$ cat src/rtl/serial_compare_ctrl.sv
// Serial MSB-first magnitude comparator: walks two WIDTH-bit operands two bits per cycle
// through a pair of 2-bit greater-than comparators and reports gt/eq/lt with a start/done handshake.

module twobit_gt (
    input  logic [1:0] a_i,
    input  logic [1:0] b_i,
    output logic       gt_o
);
    assign gt_o = (a_i > b_i);
endmodule

module serial_compare_ctrl #(
    parameter int unsigned WIDTH      = 8,
    parameter int unsigned EARLY_EXIT = 1
) (
    input  logic             clk,
    input  logic             rst,
    input  logic             start,
    input  logic [WIDTH-1:0] a,
    input  logic [WIDTH-1:0] b,
    output logic             busy,
    output logic             done,
    output logic             gt,
    output logic             eq,
    output logic             lt
);
    localparam int unsigned Half = WIDTH / 2;
    localparam int unsigned CntW = $clog2(Half + 1);

    if ((WIDTH < 2) || ((WIDTH % 2) != 0)) begin : g_bad_width
        $error("serial_compare_ctrl: WIDTH must be even and >= 2");
    end

    typedef enum logic {StIdle, StRun} state_e;

    state_e            state_q, state_d;
    logic [WIDTH-1:0]  a_q, a_d, b_q, b_d;
    logic [CntW-1:0]   cnt_q, cnt_d;
    logic              busy_q, busy_d, done_q, done_d;
    logic              gt_q, gt_d, eq_q, eq_d, lt_q, lt_d;
    // Direction of the first unequal digit pair, used only in fixed-latency mode.
    logic              rec_gt_q, rec_gt_d, rec_lt_q, rec_lt_d;

    logic [1:0]        a_dig, b_dig;
    logic              dig_gt, dig_lt;
    logic              dec_gt, dec_lt;

    assign a_dig = a_q[WIDTH-1 -: 2];
    assign b_dig = b_q[WIDTH-1 -: 2];

    twobit_gt u_gt_ab (
        .a_i  (a_dig),
        .b_i  (b_dig),
        .gt_o (dig_gt)
    );

    twobit_gt u_gt_ba (
        .a_i  (b_dig),
        .b_i  (a_dig),
        .gt_o (dig_lt)
    );

    assign dec_gt = rec_gt_q | (~rec_gt_q & ~rec_lt_q & dig_gt);
    assign dec_lt = rec_lt_q | (~rec_gt_q & ~rec_lt_q & dig_lt);

    always_comb begin
        state_d  = state_q;
        a_d      = a_q;
        b_d      = b_q;
        cnt_d    = cnt_q;
        busy_d   = busy_q;
        done_d   = 1'b0;
        gt_d     = gt_q;
        eq_d     = eq_q;
        lt_d     = lt_q;
        rec_gt_d = rec_gt_q;
        rec_lt_d = rec_lt_q;

        unique case (state_q)
            StIdle: begin
                if (start) begin
                    a_d      = a;
                    b_d      = b;
                    cnt_d    = CntW'(Half);
                    gt_d     = 1'b0;
                    eq_d     = 1'b0;
                    lt_d     = 1'b0;
                    rec_gt_d = 1'b0;
                    rec_lt_d = 1'b0;
                    busy_d   = 1'b1;
                    state_d  = StRun;
                end
            end
            StRun: begin
                if (EARLY_EXIT != 0) begin
                    if (dig_gt || dig_lt) begin
                        gt_d    = dig_gt;
                        lt_d    = dig_lt;
                        done_d  = 1'b1;
                        busy_d  = 1'b0;
                        state_d = StIdle;
                    end else begin
                        a_d   = a_q << 2;
                        b_d   = b_q << 2;
                        cnt_d = cnt_q - CntW'(1);
                        if (cnt_q == CntW'(1)) begin
                            eq_d    = 1'b1;
                            done_d  = 1'b1;
                            busy_d  = 1'b0;
                            state_d = StIdle;
                        end
                    end
                end else begin
                    a_d   = a_q << 2;
                    b_d   = b_q << 2;
                    cnt_d = cnt_q - CntW'(1);
                    if (!rec_gt_q && !rec_lt_q) begin
                        rec_gt_d = dig_gt;
                        rec_lt_d = dig_lt;
                    end
                    if (cnt_q == CntW'(1)) begin
                        gt_d    = dec_gt;
                        lt_d    = dec_lt;
                        eq_d    = ~dec_gt & ~dec_lt;
                        done_d  = 1'b1;
                        busy_d  = 1'b0;
                        state_d = StIdle;
                    end
                end
            end
            default: state_d = StIdle;
        endcase
    end

    always_ff @(posedge clk or posedge rst) begin
        if (rst) begin
            state_q  <= StIdle;
            a_q      <= '0;
            b_q      <= '0;
            cnt_q    <= '0;
            busy_q   <= 1'b0;
            done_q   <= 1'b0;
            gt_q     <= 1'b0;
            eq_q     <= 1'b0;
            lt_q     <= 1'b0;
            rec_gt_q <= 1'b0;
            rec_lt_q <= 1'b0;
        end else begin
            state_q  <= state_d;
            a_q      <= a_d;
            b_q      <= b_d;
            cnt_q    <= cnt_d;
            busy_q   <= busy_d;
            done_q   <= done_d;
            gt_q     <= gt_d;
            eq_q     <= eq_d;
            lt_q     <= lt_d;
            rec_gt_q <= rec_gt_d;
            rec_lt_q <= rec_lt_d;
        end
    end

    assign busy = busy_q;
    assign done = done_q;
    assign gt   = gt_q;
    assign eq   = eq_q;
    assign lt   = lt_q;

endmodule

$ cat config.mk
export PLATFORM = sky130hd
export DESIGN_NAME = serial_compare_ctrl
export DESIGN_NICKNAME = d
export VERILOG_FILES = /design/src/rtl/serial_compare_ctrl.sv
export SDC_FILE = /design/constraint.sdc
export NUM_CORES = 1
export LEC_CHECK = 0
export BUFFER_PORTS_ARGS = -buffer_cell sky130_fd_sc_hd__buf_4
export CAP_MARGIN = 20
export CORE_MARGIN = 4
export CORE_UTILIZATION = 45
export DETAILED_ROUTE_END_ITERATION = 10
export PLACE_DENSITY = 0.74
export SLEW_MARGIN = 30
export SYNTH_ARGS = -nofsm -noshare
export SYNTH_HDL_FRONTEND = slang
export SYNTH_HIERARCHICAL = 1
export SYNTH_SLANG_ARGS = --single-unit
export TNS_END_PERCENT = 10
$ cat constraint.sdc
create_clock -name clk -period 4.18 [get_ports clk]
set_input_delay 0.418 -clock clk [delete_from_list [all_inputs] [get_ports clk]]
set_output_delay 0.418 -clock clk [all_outputs]
set_load 0.005 [all_outputs]
# Yosys cells after proc, flatten, opt, wreduce, memory -nomap -nowiden
# Index checks and enable logic that the tools add are counted.
word_totals:
  register_bits: 25
  input_bits: 19
  output_inout_bits: 5
  elab_cells: 52
classes:
  add_sub_neg: 1
  n_lt_le_gt_ge: 2
  n_eq_ne: 6
  muxes: 28
  n_bitwise: 1
  n_reduce_logical: 5
ops:
  columns: ["op", "n"]
  rows:
  - ["$mux W8", 4]
  - ["$pmux W8 S2", 2]
  - ["$mux W1", 14]
  - ["$pmux W1 S2", 5]
  - ["$mux W3", 2]
  - ["$pmux W3 S2", 1]
  - ["$reduce_and A2 Y1", 3]
  - ["$gt A2 B2 Y1", 2]
  - ["$ne A2 B1 Y1 const B", 2]
  - ["$ne A2 B2 Y1 const B", 2]
  - ["$eq A3 B1 Y1 const B", 1]
  - ["$ne A3 B1 Y1 const B", 1]
  - ["$reduce_and A3 Y1", 1]
  - ["$sub A3 B1 Y3 const B", 1]
  - ["$logic_or A1 B1 Y1", 1]
  - ["$not A1 Y1", 1]

# Logic depth before layout (Yosys ltp)
logic_depth:
  word_depth: 4
  mapped_depth: 8
  depth_no_buf: 7

# By module
# The synthesis kept the hierarchy.
by_module_without_submodules:
  columns: ["module", "n_inst", "cells_per_inst", "area_per_inst_um2", "seq_area_each_um2"]
  rows:
  - ["serial_compare_ctrl", 1, 100, 1247.4, 625.6]
  - ["twobit_gt", 2, 6, 47.5, 0.0]

# Least setup slack after synthesis
# OpenSTA, ideal clock, no wires.
synth_timing:
  path_type: "reg2reg"
  start: "register a_q[7]"
  end: "register a_q[5]"
  setup_time_ns: 0.125
  arrival_time_ns: 1.984
  t_required_ns: 4.055
  setup_slack_ns: 2.071
  stages_incl_launch_ff: 8
  n_path_buf: 1
  synth_period_minus_slack_ns: 2.109
  cell_sequence: "dfrtp_1 -> ha_1 -> nor2b_1 -> a2bb2oi_1 -> nor2_4 -> a21oi_4 -> buf_6 -> mux2_2"
synth_via:
  elab_chain_len: 4
  elab_cells_between_ends: 5
  cone_classes: "2 x order compare; 1 x eq/ne; 2 x reduce/logical"
synth_rtl:
  columns: ["item", "line", "source"]
  rows:
  - ["from (decl)", "37", "logic [WIDTH-1:0] a_q, a_d, b_q, b_d;"]
  - ["from (signal assigned)", "138", "a_q <= '0;"]
  - ["from (signal assigned)", "150", "a_q <= a_d;"]
  - ["$gt A2 B2 Y1", "9", "assign gt_o = (a_i > b_i);"]
  - ["via dig_gt", "45", "logic dig_gt, dig_lt;"]
  - ["$logic_or A1 B1 Y1", "96", "if (dig_gt || dig_lt) begin"]
  - ["$ne A2 B2 Y1 (no line)", null, null]
  - ["$reduce_and A2 Y1 (no line)", null, null]
# The timed path passes the listed nets, and every way through them passes these cells.
# A chain may end at the register's enable or synchronous reset.

# Final worst setup path
layout_timing:
  start: "register b_q[7]"
  end: "register b_q[3]"
layout_via:
  elab_chain_len: 4
  elab_cells_between_ends: 5
  cone_classes: "2 x order compare; 1 x eq/ne; 2 x reduce/logical"
layout_rtl:
  columns: ["item", "line", "source"]
  rows:
  - ["from (decl)", "37", null]
  - ["from (signal assigned)", "139", "b_q <= '0;"]
  - ["from (signal assigned)", "151", "b_q <= b_d;"]
  - ["$gt A2 B2 Y1", "9", null]
  - ["via dig_gt", "45", null]
  - ["$logic_or A1 B1 Y1", "96", null]
  - ["$ne A2 B2 Y1 (no line)", null, null]
  - ["$reduce_and A2 Y1 (no line)", null, null]
# The timed path passes the listed nets, and every way through them passes these cells.

==> metrics <==
top-count cell post-synth=dfrtp_1; Num CTS Buffers=3; sequential fraction of the synthesis area=0.466; Int Power=~0.75 mW; area leader, netlist=dfrtp_1; clock latency at the later pin of the worst-skew pair=between 300 and 400 ps; Global Route Usage Sum=0.128; min cycle time layout=roughly 2400 ps; Final Hold Slack=approximately 94 ps; Clock Tree Root=clkbuf_4; worst setup path class=reg2reg; setup tns final=0 ps; Pwr per Cell Area=~800 nW/um2; Min-Delay Path Class=in2async; final-report hold violation count=0; Setup WS pre-CTS=between 1500 and 2000 ps; Die Y=62.6 um; Max Slew Vio Count=0; Post-DRT Antenna Nets=0; Max stage delay on crit path=roughly 460 ps; DP Wirelength=1710 um; I/O Buffers=23; NumNets Final=160; VDD IR max=roughly 0.43 mV; Post-CTS Setup Bufs=0; Crit path required time=~4400 ps; flops & latches, synth=25; Crit Path Max Fanout=16; DR iter-0 viols=just under 60; Distinct cells, synth=32; vias in the first global route=roughly 850; Max Freq=around 410 MHz; Leak=0.752 nW; Ant. Diodes=0; CP cell instances=inv_1 > ha_1 > nor2b_1 > a2bb2oi_1 > nor2_4 > a21oi_4 > mux2_2; status=complete, no violations; # setup viols final=0; Logic pwr share=0.519; Synth area leaders=dfrtp_1 (47%), mux2_2 (16%), ha_1 (5.6%); core area=2810 um2; share of the synthesized area in the top cell type=0.466; critical path startpoint category=flip-flop; switching power=between 0.4 and 0.5 mW; CTS H-tree lvls=1; Area Growth Syn to Fin=14.2%; # DRC=0; Cell Area, Synth=around 1300 um2; cts hold-fix bufs=0; Die Span X=62.6 um; Flop pwr share=0.383; RSZ-0062 raised after global routing=no; yosys warns=6; Async S/R FF share, synth=1.00; largest net degree at the start of global routing=30; Mapped Cells=112; vias per cell=between 5 and 6; first-pass GRT wire length=just under 4000 um; initial core utilization=0.479; Setup WS post-layout=between 1500 and 2000 ps; antenna violations before repair=0; Max transition margin=0.610; TritonCTS clock tree=built; layout cells sized above 1=0.410; maxcap violations=0; Final Skew=8.31 ps; sw frac=0.386; drt wl/cell=14.0 um; Sink Count=25; grt ovf=0; Post-synth EDFFs=0; syn nets=between 100 and 150; die area=between 3000 and 4000 um2; family with the most delay on the worst path=compound AO/OA/AOI/OAI gates; Reg clk slew, reported paths=160 ps; Arrival @ worst endpoint=2660 ps; CP bufs+invs=1; Avg Inst Size Synth=12.0 um2; worst-margin pin slew=585 ps; CTS resizes=0; GP Congestion=~0.74; Vias=between 800 and 900; Clock Power Share=0.099; first-pass detailed-route iteration total=5; Synth top cells by count=dfrtp_1 (25), mux2_2 (19), inv_1 (11), ha_1 (6), nand2_1 (6); period utilisation layout=0.579; slowest CP cell=a21oi_4; Bufs on Longest Clock Path=2; Main synth FF type=dfrtp_1; Ports=24; drt total wl=about 2300 um; standard-cell rows=19; crit end category=flip-flop
## flip-flops by register name, indices dropped and copies added, names as in the netlist
signal / cells
a_q: 8
b_q: 8
busy: 1
cnt_q: 3
done: 1
eq: 1
gt: 1
lt: 1
state_q: 1
## kinds of logic (layout without fill, tap and decap cells)
group                    count (synthesis)  in the layout  synth area share
AO/OA/AOI/OAI                           19             19             0.103
XOR/XNOR                                 1              1           0.00652
adder cells (fa/ha/maj)                  6              6            0.0559
multiplexers                            24             24             0.208
AND/OR/NAND/NOR                         21             21            0.0904
flip-flops                              25             25             0.466
buffers and inverters                   16             38            0.0708
## cells in the final DEF (no fill, tap or decap), types with 2 or more instances in the layout
cell type,instances
dfrtp_1,24
buf_4,23
mux2_2,19
inv_1,10
nand2_1,6
ha_1,6
nor2_1,4
o21ai_0,4
mux2_4,3
nor2b_1,3
a21oi_1,3
clkbuf_4,3
a22o_1,2
mux2i_1,2
o22ai_1,2
a2bb2oi_1,2
## worst paths after layout
path	startpoint	end	slack, ps	depth (start not counted)
setup / recovery	b_q[7]	b_q[3]	1760	7
hold / removal	rst	b_q[6]	90	2
setup reg to reg	b_q[7]	b_q[3]	1760	7
hold reg to reg	cnt_q[1]	cnt_q[1]	510	1
max in group asynchronous	rst	state_q	3700	2
min in group clk	b[0]	b_q[0]	300	2
## final cells by class
cell class,instances,area (um2)
tap,31,38.8
sequential,25,627
fill,244,1270
inverter,11,41.3
timing repair buffer,23,173
clock inverter,1,8.76
clock buffer,3,22.5
multi-input combinational,71,622
## stage by stage
| step | cell area, um2 | total power, mW | utilization | cells |
|---|---|---|---|---|
| 6_report | 1530 | 1.23 | 0.546 | 165 |
| 5_1_grt | 1530 | 1.34 | 0.546 | 165 |
| 3_3_place_gp | 1500 | 1.09 | 0.535 | 161 |
| 3_5_place_dp | 1500 | 1.12 | 0.535 | 161 |
| 4_1_cts | 1530 | 1.24 | 0.546 | 165 |
| 2_1_floorplan | 1340 | 1.01 | - | 112 |
## layer usage
| metal | track usage | vias to the layer above | wire length, um |
|---|---|---|---|
| met2 | 0.198 | 28 | 1120 |
| met5 | 0 | - | 0 |
| met3 | 0.0450 | 4 | 128 |
| li1 | - | 428 | - |
| met4 | 0.0386 | 0 | 33 |
| met1 | 0.168 | 408 | 1040 |
## power by group through the flow
stage               Clock (mW)  Sequential, mW  Combinational (mW)
global route             0.139           0.491               0.710
CTS                      0.125           0.470               0.649
floorplan                    0           0.415               0.595
finish                   0.121           0.470               0.637
detailed placement           0           0.476               0.645
global placement             0           0.468               0.620
Power figures use the tool's default switching activity.
